$ cat config.mk
export PLATFORM = sky130hd
export DESIGN_NAME = x_byte_seq_flat
export DESIGN_NICKNAME = d
export VERILOG_FILES = /design/src/rtl/x_byte_seq_if.sv /design/src/rtl/x_byte_seq.sv /design/src/flat_wrapper.sv
export SDC_FILE = /design/constraint.sdc
export NUM_CORES = 1
export LEC_CHECK = 0
export CAP_MARGIN = 0
export CORE_UTILIZATION = 32
export CTS_BUF_LIST = sky130_fd_sc_hd__clkbuf_16
export CTS_CLUSTER_SIZE = 8
export DETAILED_ROUTE_END_ITERATION = 7
export PLACE_DENSITY = 0.48
export SETUP_SLACK_MARGIN = 0.4
export SYNTH_ARGS = -nofsm -noshare
export SYNTH_HDL_FRONTEND = slang
export SYNTH_SLANG_ARGS = --single-unit
$ cat constraint.sdc
create_clock -name i_clk -period 8.5 [get_ports i_clk]
set_input_delay 1.275 -clock i_clk [delete_from_list [all_inputs] [get_ports i_clk]]
set_output_delay 1.275 -clock i_clk [all_outputs]
set_load 0.02 [all_outputs]
$ cat src/rtl/x_byte_seq_if.sv
// rtl/x_byte_seq_if.sv - request and command handshake bundle for x_byte_seq
interface x_byte_seq_if;
   logic        i_req_valid;
   logic        o_req_ready;
   logic [63:0] i_req_data;
   logic        o_valid;
   logic [7:0]  o_cmd;
   logic        i_cmd_ready;
   logic        o_busy;
   logic        o_done;

   modport master (
      output i_req_valid, i_req_data, i_cmd_ready,
      input  o_req_ready, o_valid, o_cmd, o_busy, o_done
   );

   modport slave (
      input  i_req_valid, i_req_data, i_cmd_ready,
      output o_req_ready, o_valid, o_cmd, o_busy, o_done
   );
endinterface

$ cat src/rtl/x_byte_seq.sv
// rtl/x_byte_seq.sv - differential bit-write command sequencer for the 64-bit byte-command deserializer
// Optional X_BYTE_SEQ_FULL_WRITE_EN: rewrite all 64 bits on every request (resynchronisation).
module x_byte_seq #(
   parameter int unsigned GAP      = 0,
   parameter logic [6:0]  APPLY_OP = 7'h00
) (
   input  logic          i_clk,
   input  logic          i_rst,
   x_byte_seq_if.slave   bus
);

   typedef enum logic [2:0] {
      S_IDLE,
      S_SCAN,
      S_WRITE,
      S_APPLY,
      S_GAP
   } state_t;

   localparam logic        GAP_EN    = (GAP != 0);
   localparam int unsigned GAP_M1    = (GAP != 0) ? GAP - 1 : 0;
   localparam logic [7:0]  GAP_LOAD  = GAP_M1[7:0];
   localparam logic [7:0]  APPLY_CMD = {1'b0, APPLY_OP};

   state_t      state_q;
   state_t      ret_q;
   logic [63:0] target_q;
   logic [63:0] shadow_q;
   logic [5:0]  idx_q;
   logic [7:0]  gap_q;
   logic        valid_q;
   logic [7:0]  cmd_q;
   logic        done_q;
   logic        ready_q;
   logic        busy_q;

   logic        bit_diff_d;
   logic        last_idx_d;
   logic        cmd_hs_d;
   state_t      write_next_d;

   always_comb begin
`ifdef X_BYTE_SEQ_FULL_WRITE_EN
      bit_diff_d = 1'b1;
`else
      bit_diff_d = target_q[idx_q] ^ shadow_q[idx_q];
`endif
      last_idx_d   = (idx_q == 6'd63);
      cmd_hs_d     = valid_q & bus.i_cmd_ready;
      write_next_d = last_idx_d ? S_APPLY : S_SCAN;
   end

   always_ff @(posedge i_clk or posedge i_rst) begin
      if (i_rst) begin
         state_q  <= S_IDLE;
         ret_q    <= S_IDLE;
         target_q <= '0;
         shadow_q <= '0;
         idx_q    <= '0;
         gap_q    <= '0;
         valid_q  <= 1'b0;
         cmd_q    <= '0;
         done_q   <= 1'b0;
         ready_q  <= 1'b0;
         busy_q   <= 1'b0;
      end else begin
         done_q <= 1'b0;
         case (state_q)
            S_IDLE: begin
               ready_q <= 1'b1;
               if (bus.i_req_valid && ready_q) begin
                  target_q <= bus.i_req_data;
                  idx_q    <= '0;
                  ready_q  <= 1'b0;
                  busy_q   <= 1'b1;
                  state_q  <= S_SCAN;
               end
            end

            S_SCAN: begin
               if (bit_diff_d) begin
                  state_q <= S_WRITE;
                  valid_q <= 1'b1;
                  cmd_q   <= {1'b1, target_q[idx_q], idx_q};
               end else if (last_idx_d) begin
                  state_q <= S_APPLY;
                  valid_q <= 1'b1;
                  cmd_q   <= APPLY_CMD;
               end else begin
                  idx_q <= idx_q + 6'd1;
               end
            end

            S_WRITE: begin
               if (cmd_hs_d) begin
                  valid_q         <= 1'b0;
                  shadow_q[idx_q] <= target_q[idx_q];
                  if (!last_idx_d) begin
                     idx_q <= idx_q + 6'd1;
                  end
                  if (GAP_EN) begin
                     state_q <= S_GAP;
                     ret_q   <= write_next_d;
                     gap_q   <= GAP_LOAD;
                  end else if (last_idx_d) begin
                     state_q <= S_APPLY;
                     valid_q <= 1'b1;
                     cmd_q   <= APPLY_CMD;
                  end else begin
                     state_q <= S_SCAN;
                  end
               end
            end

            S_APPLY: begin
               if (cmd_hs_d) begin
                  valid_q <= 1'b0;
                  done_q  <= 1'b1;
                  if (GAP_EN) begin
                     state_q <= S_GAP;
                     ret_q   <= S_IDLE;
                     gap_q   <= GAP_LOAD;
                  end else begin
                     state_q <= S_IDLE;
                     ready_q <= 1'b1;
                     busy_q  <= 1'b0;
                  end
               end
            end

            S_GAP: begin
               // gap_q counts down GAP-1..0, so this state lasts exactly GAP cycles
               if (gap_q != 8'd0) begin
                  gap_q <= gap_q - 8'd1;
               end else begin
                  state_q <= ret_q;
                  case (ret_q)
                     S_APPLY: begin
                        valid_q <= 1'b1;
                        cmd_q   <= APPLY_CMD;
                     end
                     S_IDLE: begin
                        ready_q <= 1'b1;
                        busy_q  <= 1'b0;
                     end
                     default: ;
                  endcase
               end
            end

            default: begin
               state_q <= S_IDLE;
               valid_q <= 1'b0;
            end
         endcase
      end
   end

   assign bus.o_req_ready = ready_q;
   assign bus.o_valid     = valid_q;
   assign bus.o_cmd       = cmd_q;
   assign bus.o_busy      = busy_q;
   assign bus.o_done      = done_q;

endmodule

$ cat src/flat_wrapper.sv
// flat-port wrapper written by rule: the top's interface ports become plain ports
module x_byte_seq_flat 
#(
   parameter int unsigned GAP      = 0,
   parameter logic [6:0]  APPLY_OP = 7'h00
)
  (i_clk, i_rst, bus_i_req_valid, bus_i_req_data, bus_i_cmd_ready, bus_o_req_ready, bus_o_valid, bus_o_cmd, bus_o_busy, bus_o_done);
  x_byte_seq_if bus_i ();
  input  logic i_clk;
  input  logic i_rst;
  input wire logic [$bits(bus_i.i_req_valid)-1:0] bus_i_req_valid;
  input wire logic [$bits(bus_i.i_req_data)-1:0] bus_i_req_data;
  input wire logic [$bits(bus_i.i_cmd_ready)-1:0] bus_i_cmd_ready;
  output wire logic [$bits(bus_i.o_req_ready)-1:0] bus_o_req_ready;
  output wire logic [$bits(bus_i.o_valid)-1:0] bus_o_valid;
  output wire logic [$bits(bus_i.o_cmd)-1:0] bus_o_cmd;
  output wire logic [$bits(bus_i.o_busy)-1:0] bus_o_busy;
  output wire logic [$bits(bus_i.o_done)-1:0] bus_o_done;
  assign bus_i.i_req_valid = bus_i_req_valid;
  assign bus_i.i_req_data = bus_i_req_data;
  assign bus_i.i_cmd_ready = bus_i_cmd_ready;
  assign bus_o_req_ready = bus_i.o_req_ready;
  assign bus_o_valid = bus_i.o_valid;
  assign bus_o_cmd = bus_i.o_cmd;
  assign bus_o_busy = bus_i.o_busy;
  assign bus_o_done = bus_i.o_done;
  x_byte_seq #(.GAP(GAP), .APPLY_OP(APPLY_OP)) u_core (.i_clk(i_clk), .i_rst(i_rst), .bus(bus_i));
endmodule
### Word-level counts from Yosys, hierarchy flattened

Cells that the tools add are included.

| storage, ports and cells | value |
|---|---|
| bits in writable memories | 0 |
| memory bits (read-only) | 0 |
| register bits after elaboration | 157 |
| output and inout port bits | 12 |
| logic and storage cells | 93 |
| latch bits | 0 |
| memories kept | 0 |
| input bits | 68 |

| operators by class | value |
|---|---|
| reduce and logical (&&, ||, !) cells | 17 |
| shift-type cells | 0 |
| div/mod/pow operators | 0 |
| bitwise logic cells | 3 |
| magnitude comparators | 2 |
| mux-type cells | 45 |
| add/subtract/negate cells | 2 |
| equal/unequal tests | 14 |
| multipliers | 0 |

Operators by type and width:

| cell | count |
|---|---|
| $bwmux W64 | 1 |
| $mux W8 | 5 |
| $mux W6 | 4 |
| $pmux W8 S3 | 1 |
| $mux W1 | 19 |
| $mux W3 | 6 |
| $pmux W6 S3 | 1 |
| $pmux W3 S5 | 1 |
| $bmux W1 S6 | 2 |
| $reduce_and A4 Y1 | 3 |
| $reduce_and A5 Y1 | 2 |
| $eq A3 B2 Y1 const B | 3 |
| $reduce_bool A3 Y1 | 3 |
| $ne A2 B1 Y1 const B | 4 |
| $reduce_bool A8 Y1 | 1 |
| $sub A8 B1 Y8 const B | 1 |
| $lt A6 B7 Y1 const B | 1 |
| $add A6 B1 Y6 const B | 1 |
| $demux W1 S6 | 1 |
| $eq A6 B6 Y1 const B | 1 |
| $ge A6 B1 Y1 const B | 1 |
| $logic_not A3 Y1 | 2 |
| $ne A2 B2 Y1 const B | 3 |
| $pmux W1 S3 | 2 |
| other kinds (11) | 14 |

### Longest topological paths before layout

Gate-level depths: netlist (run 1).

| logic depth | value |
|---|---|
| word-level depth | 5 |
| depth in mapped cells | 12 |
| gate-level depth less buffers | 9 |

### Worst setup path before layout (run 1)

OpenSTA, ideal clock, no wires.

| timing | value |
|---|---|
| path kind | flip-flop to flip-flop |
| start point | register u_core.idx_q[1] |
| end point | register u_core.cmd_q[4], in the netlist u_core.bus.o_cmd[4] |
| arrival | 2877 ps |
| period minus slack after synthesis | 2965 ps |
| data required time | 8412 ps |
| stages on the path, launching flop included | 12 |
| library setup time | 88 ps |
| setup slack | 5535 ps |
| path buffers | 3 |
| cells stage by stage | dfrtp_1 buf_2 buf_2 buf_1 mux4_2 a221oi_1 nor2_1 nor2_1 nand4_1 xnor2_1 nand2_1 o211ai_1 |

| on the way | value |
|---|---|
| word-level cells in the longest chain between the ends | 5 |
| elaborated cells on any way between the ends | 10 |
| those cells by class | eq/ne: 1; mux: 8; bitwise: 1 |

RTL lines:

| what | line | source |
|---|---|---|
| from (decl) | x_byte_seq.sv:29 | `logic [5:0] idx_q;` |
| from (signal assigned) | x_byte_seq.sv:90 | `idx_q <= idx_q + 6'd1;` |
| from (signal assigned) | x_byte_seq.sv:99 | `idx_q <= idx_q + 6'd1;` |
| $bmux W1 S6 | x_byte_seq.sv:46 | `bit_diff_d = target_q[idx_q] ^ shadow_q[idx_q];` |
| $mux W1 (not written as such) | x_byte_seq.sv:46 |  |
| $xor A1 B1 Y1 | x_byte_seq.sv:46 |  |
| $mux W8 | x_byte_seq.sv:81 | `if (bit_diff_d) begin` |
| $pmux W8 S3 (*) | x_byte_seq.sv:68 | `case (state_q)` |
| to (signal assigned) | x_byte_seq.sv:84 | `cmd_q <= {1'b1, target_q[idx_q], idx_q};` |
| to (decl) | x_byte_seq.sv:32 | `logic [7:0] cmd_q;` |

Mark *: on every way between the ends. The rest lies on a longest branch, timed or not. The select of a mux whose other input is x is not followed.
A chain may end at the register's enable or synchronous reset.

### Worst setup path after layout (run 1)

| timing | value |
|---|---|
| start point | register u_core.idx_q[0] |
| end point | register u_core.state_q[1] |

| on the way | value |
|---|---|
| word-level cells in the longest chain between the ends | 5 |
| elaborated cells on any way between the ends | 12 |
| those cells by class | eq/ne: 2; mux: 8; bitwise: 1; reduce/logical: 1 |

RTL lines:

| what | line | source |
|---|---|---|
| $bmux W1 S6 | x_byte_seq.sv:46 |  |
| $mux W1 (not written as such) | x_byte_seq.sv:46 |  |
| $xor A1 B1 Y1 | x_byte_seq.sv:46 |  |
| $ne A3 B1 Y1 (no line) / $mux W3 (equally long branches) | n/a |  |
| $reduce_and A5 Y1 (no line) / $pmux W3 S5 (equally long branches) | n/a |  |
| to (signal assigned) | x_byte_seq.sv:136 | `state_q <= ret_q;` |
| to (decl) | x_byte_seq.sv:25 | `state_t state_q;` |

Several ways; a longest one is shown, not always the timed one. The select of a mux whose other input is x is not followed.

==> reports/metrics.cfg, run 1 <==
[detailed_routing]
wire_per_inst_um=19.6
drc=0
first_iter_violations=288
vias_per_cell=5.33
final_antenna_net_count=0
routed_wirelength_um=19400
drt_pass1_iterations=5
vias=5299

[finish]
antenna_cells=0
seq_area_um2=3700
nets=769
syn_to_final_growth_pct=22.0
nFillCells=2197
multi_input_area_um2=3470
layout-drive-gt1-share=0.268

[min_path]
hold_depth=2
hp-class=reg -> reg
worstHoldEndpoint=u_core.bus.o_cmd[7]
hp-start=u_core.bus.o_cmd[7]

[clock_tree]
insertion_delay_ns=0.42
cts_tree=yes
clock-sinks=148
postCtsHoldBufs=0
clk_path_buf_depth=2
clk_pin_slew_ns=0.07
htree_num_levels=4
post-cts-setup-buffers=0
cts_resized=0
cts-buffers-inserted=17
cts_root_buf=clkbuf_16

[floorplanning]
initial_utilization=0.326
fp.dieH_um=154
ios=80
row_count=55
core_um2=22700
dieArea_um2=23800
die_w_um=154

[sta]
holdWs_ns=0.488
grt_setup_unrepaired=no
period_share=0.461
slew-limit-headroom=0.422
fmax_mhz=255
tightest_slew_ns=0.865
fin_tns_setup_ns=0
setup_viol=0
slew_violations=0
period_needed_ns=3.92
final_hold_viol_count=0
fin_skew_ns=0.0108

[pwr]
p_comb_frac=0.053
clkPwrFrac=0.499
p_leak_uw=0.00415
power.internal_uw=1220
seqPwrFrac=0.448
peakVddDrop_mv=0.135
switchingPower_uw=360
p_per_area_nw_per_um2=175
p_sw_frac=0.228

[worst_setup_path]
cp_max_fo=55
slowest_stage=xor2_1
critPathMaxStageDelay_ns=0.56
start_kind=flip-flop
arrival_ns=4.23
crit_path_cell_trace=buf_4 > nor2_1 > a221oi_1 > o22ai_1 > a2111o_1 > nor4b_4 > xor2_1 > a211oi_1 > a311o_1
r2r_slack_ns=4.58
reg2reg_depth=9
crit_path_start=u_core.idx_q[0]
regToRegStartpoint=u_core.idx_q[0]
end_kind=flip-flop
required_ns=8.81
crit_type=reg -> reg
r2r_end=u_core.state_q[1]

[status]
outcome=finished, final reports clean

[yosys]
synthArstFlopShare=1.00
syn_area_um2=7410
yosys_warnings=3
synth_cell_type_count=50
synthCells=633
synth_fp_nets=706
synth_top_flop_cell=dfrtp_1
syn_avg_cell_area_um2=11.7
ys_seq_elements=148
yosysSeqAreaShare=0.500
synth_edf_count=0

[place]
dp_hpwl_um=13000
port_buffers=79
place_congestion=0.821

[grt]
grt_max_degree=87
track_usage=0.173
grt_pass1_wl_um=31400
antenna_found_initial=0
grt_pass1_vias=5642
globalRouteOverflowTotal=0

[job]
maxCapViolCount=0

[cells in the mapped netlist, types with 7 or more instances]
cell type    n  area, um^2
and3b_1      7        61.3
o21ai_0     20         100
nand3_1     12        60.1
a221oi_1    20         175
buf_2        8        40.0
inv_1       10        37.5
dfrtp_1    148        3700
mux4_2      13         293
a22oi_1      8        60.1
a21oi_1     10        50.1
mux2i_1      9        90.1
clkbuf_1    25        93.8
nand2_1     46         173
and3_1       8        50.1
nor2_1      72         270
mux2_2     132        1490
nor2b_1      9        56.3
[critical path, delay by kind of cell, from the launching register on]
family	cells	cell delay, ns
AO/OA/AOI/OAI	5	1.54
flip-flops	1	0.34
XOR/XNOR	1	0.56
AND/OR/NAND/NOR	2	0.80
buffers and inverters	1	0.53
[stage by stage]
stage	setup slack [ns]	area, um^2	total power [uW]	instances	utilization
floorplan	3.25	7410	761	633	-
global placement	4.73	8420	805	962	0.371
detailed placement	4.63	8420	807	962	0.371
CTS	4.63	9040	1600	994	0.398
global route	4.34	9040	1640	994	0.398
finish	4.58	9040	1580	994	0.398
[power by group through the flow]
stage          logic (uW)  clock network, uW  registers, uW
6_report             83.3                789            709
5_1_grt              92.3                841            708
4_1_cts              85.3                809            708
3_5_place_dp         85.3                  0            722
3_3_place_gp         83.2                  0            722
2_1_floorplan        38.2                  0            723
[cells in the final DEF, fill, tap and decap left out, types with 8 or more instances in the layout]
cell type | synthesis | final
dfrtp_1 | 148 | 147
mux2_2 | 132 | 132
clkdlybuf4s50_1 | 0 | 79
nor2_1 | 72 | 72
nand2_1 | 46 | 46
a221oi_1 | 20 | 20
o21ai_0 | 20 | 20
clkbuf_16 | 0 | 17
mux4_2 | 13 | 13
nand3_1 | 12 | 11
a21oi_1 | 10 | 10
inv_1 | 10 | 9
mux2i_1 | 9 | 9
nor2b_1 | 9 | 9
a22oi_1 | 8 | 8
and3_1 | 8 | 8
[cell type report]
cell class                 count  area share
multi-input combinational    432       0.384
inverter                      11     0.00512
tap                          285      0.0394
clock buffer                  17      0.0471
clock inverter                15      0.0212
timing repair buffer          86      0.0933
sequential                   148       0.410
[sequential cells by signal, summed over array words and instances, names as in the netlist]
name and count:
u_core.bus.o_valid 1, u_core.idx_q 6, u_core.bus.o_cmd 8, u_core.bus.o_busy 1, u_core.shadow_q 64, u_core.bus.o_done 1, u_core.bus.o_req_ready 1, u_core.state_q 2
u_core.target_q 64
[cell families after synthesis]
logic type,Yosys count,share of synthesized area
simple gates,176,0.111
mux,154,0.252
flops,148,0.500
compound gates,95,0.0935
buf+inv,53,0.0322
fa+ha+maj,5,0.00844
xor+xnor,2,0.00236
[worst max path at each step]
stage	end	slack, ns
2_1_floorplan	u_core.bus.o_busy	3.25
3_3_place_gp	u_core.state_q[1]	4.73
3_5_place_dp	u_core.state_q[1]	4.63
4_1_cts	u_core.state_q[1]	4.63
5_1_grt	u_core.idx_q[1]	4.34
6_report	u_core.state_q[1]	4.58
[layer usage]
| layer | wire length [um] | share of wire | global-route usage |
|---|---|---|---|
| met1 | 8970 | 0.46 | 0.235 |
| met2 | 9240 | 0.48 | 0.276 |
| met3 | 832 | 0.043 | 0.0345 |
| met4 | 398 | 0.020 | 0.0590 |
| met5 | 0 | 0 | 0 |
Power figures use the tool's default switching activity.
==> inputs of run 2 (changes only) <==
clock period = 3.8 ns   (was 8.5 ns; I/O delays follow)
==> run 2 against run 1 <==
Against the previous run:
- sequential power increased by 120%
- first-iteration DRC count increased by 0.35%
- non-clock buffer count increased by 17
- total power increased by 120%
- clock skew increased by 0.0026 ns
- die area unchanged
- clock power increased by 110%
- design area increased by 1.6%
- hold slack got worse by 0.014 ns
- global-route usage increased by 0.11 points
- worst setup slack got worse by 4.0 ns
- critical path depth increased by 1
- highest routed layer unchanged
==> reports/metrics.cfg, run 2 (same netlist as run 1, synthesis figures left out) <==
[finish]
mostFrequentLayoutCells=dfrtp_1, mux2_2, clkdlybuf4s50_1
layout-drive-gt1-share=0.287
fin_area_um2=9190
nets=786
syn_to_final_growth_pct=24.0
antenna_cells=0
final_common_cell=dfrtp_1
finalNonFillerCells=1011

[clock_tree]
insertion_delay_ns=0.43
cts-buffers-inserted=17
cts_tree=yes
postCtsHoldBufs=0
clock-sinks=148
htree_num_levels=4
clk_pin_slew_ns=0.06
cts_root_buf=clkbuf_16
clk_path_buf_depth=2

[place]
placed_cells=976
place_congestion=0.888
place_area_um2=8560
dp_hpwl_um=13600
port_buffers=79

[sta]
fin_skew_ns=0.0134
tightest_slew_ns=0.743
period_needed_ns=3.24
slew_violations=0
fin_tns_setup_ns=0
grt_setup_unrepaired=yes
fmax_mhz=309
holdWs_ns=0.475
slew-limit-headroom=0.503
final_hold_viol_count=0
setup_viol=0
period_share=0.851

[floorplanning]
fp.dieH_um=154
die_w_um=154
core_um2=22700
ios=80
row_count=55
dieArea_um2=23800
initial_utilization=0.326

[detailed_routing]
vias_per_cell=5.33
drt_pass1_iterations=5
first_iter_violations=289
final_antenna_net_count=0
drc=0
routed_wirelength_um=19500
wire_per_inst_um=19.3
vias=5390

[worst_setup_path]
critPathMaxStageDelay_ns=0.53
end_kind=flip-flop
slowest_stage=mux4_2
path_common_cell=nor2_1
crit_type=reg -> reg
required_ns=4.14
arrival_ns=3.58
crit_path_cell_trace=buf_12 > mux4_2 > a221oi_1 > nor2_1 > nor2_1 > nand4_1 > buf_4 > xnor2_2 > nand2_1 > o211ai_1
cp_max_fo=46
start_kind=flip-flop

[grt]
globalRouteOverflowTotal=0
grt_pass1_vias=5591
track_usage=0.174
grt_pass1_wl_um=31700
antenna_found_initial=0
grt_max_degree=110

[pwr]
p_leak_uw=0.00423
p_per_area_nw_per_um2=375
peakVddDrop_mv=0.263

[min_path]
hp-class=reg -> reg

[status]
outcome=finished, final reports clean

[job]
maxCapViolCount=0

## run 2: cell types whose count changed in the layout (fill, tap and decap cells not counted), sizes merged
cell	change
buf	+17
bufinv	-1
clkinv	+1
clkinvlp	+3
inv	-3
## run 2: repair_timing
item | in CTS | in global routing
cloned | 0 | 0
gates resized for setup | 1 | 4
buffers inserted | 0 | 3
setup endpoints to repair | 4 | 16
pin swaps | 0 | 2
## run 2: path summary, 6_finish.rpt
path	start	end	slack, ns	cells past startpoint
worst max-delay path	u_core.idx_q[0]	u_core.bus.o_cmd[4]	0.56	10
worst min-delay path	u_core.bus.o_cmd[7]	u_core.bus.o_cmd[7]	0.47	2
worst max register to register	u_core.idx_q[0]	u_core.bus.o_cmd[4]	0.56	10
worst min register to register	u_core.bus.o_cmd[7]	u_core.bus.o_cmd[7]	0.47	2
max in group asynchronous	i_rst	u_core.idx_q[1]	2.64	3
min in group asynchronous	i_rst	u_core.bus.o_busy	0.64	3
## run 2: critical path, delay by kind of cell, from the launching register on
| kind | cells | cell delay (ns) |
|---|---|---|
| compound gates | 2 | 0.56 |
| xor+xnor | 1 | 0.31 |
| buf+inv | 2 | 0.47 |
| flops | 1 | 0.48 |
| mux | 1 | 0.53 |
| simple gates | 4 | 0.76 |
## run 2: power by group
part	total [uW]	internal, uW	leakage [uW]	switching, uW
clock	1670	969	0.000273	700
sequential	1590	1580	0.00202	4.09
combinational	189	101	0.00193	87.7
total	3440	2650	0.00423	792
## run 2: final cells by class
| cell class | count | area, um^2 |
|---|---|---|
| Multi-Input combinational cell | 432 | 3500 |
| Clock inverter | 15 | 154 |
| Fill cell | 2194 | 13500 |
| Inverter | 11 | 45.0 |
| Tap cell | 285 | 357 |
| Timing Repair Buffer | 103 | 1000 |
| Sequential cell | 148 | 3710 |
| Clock buffer | 17 | 425 |
## run 2: layer usage
layer  global-route usage  up-vias  wire length, um
met1                0.240     2711             8900
met3               0.0345       38             1130
met5                    0        -                0
li1                     -     2455                -
met2                0.273      186             9070
met4               0.0590        0              396
## run 2: per-stage QoR
step | util | worst slack, ns | power [uW]
after detailed placement | 0.377 | 0.357 | 1810
after global routing | 0.405 | 0.366 | 3570
final | 0.405 | 0.565 | 3440
after global placement | 0.377 | 0.405 | 1800
after CTS | 0.403 | 0.351 | 3480
after floorplan | - | 0.835 | 1700
==> inputs of run 3 (changes only) <==
GPL_TIMING_DRIVEN = 1   (was unset)
==> results of run 3 <==
No change in the layout: final DEF, timing and power equal those of run 2.
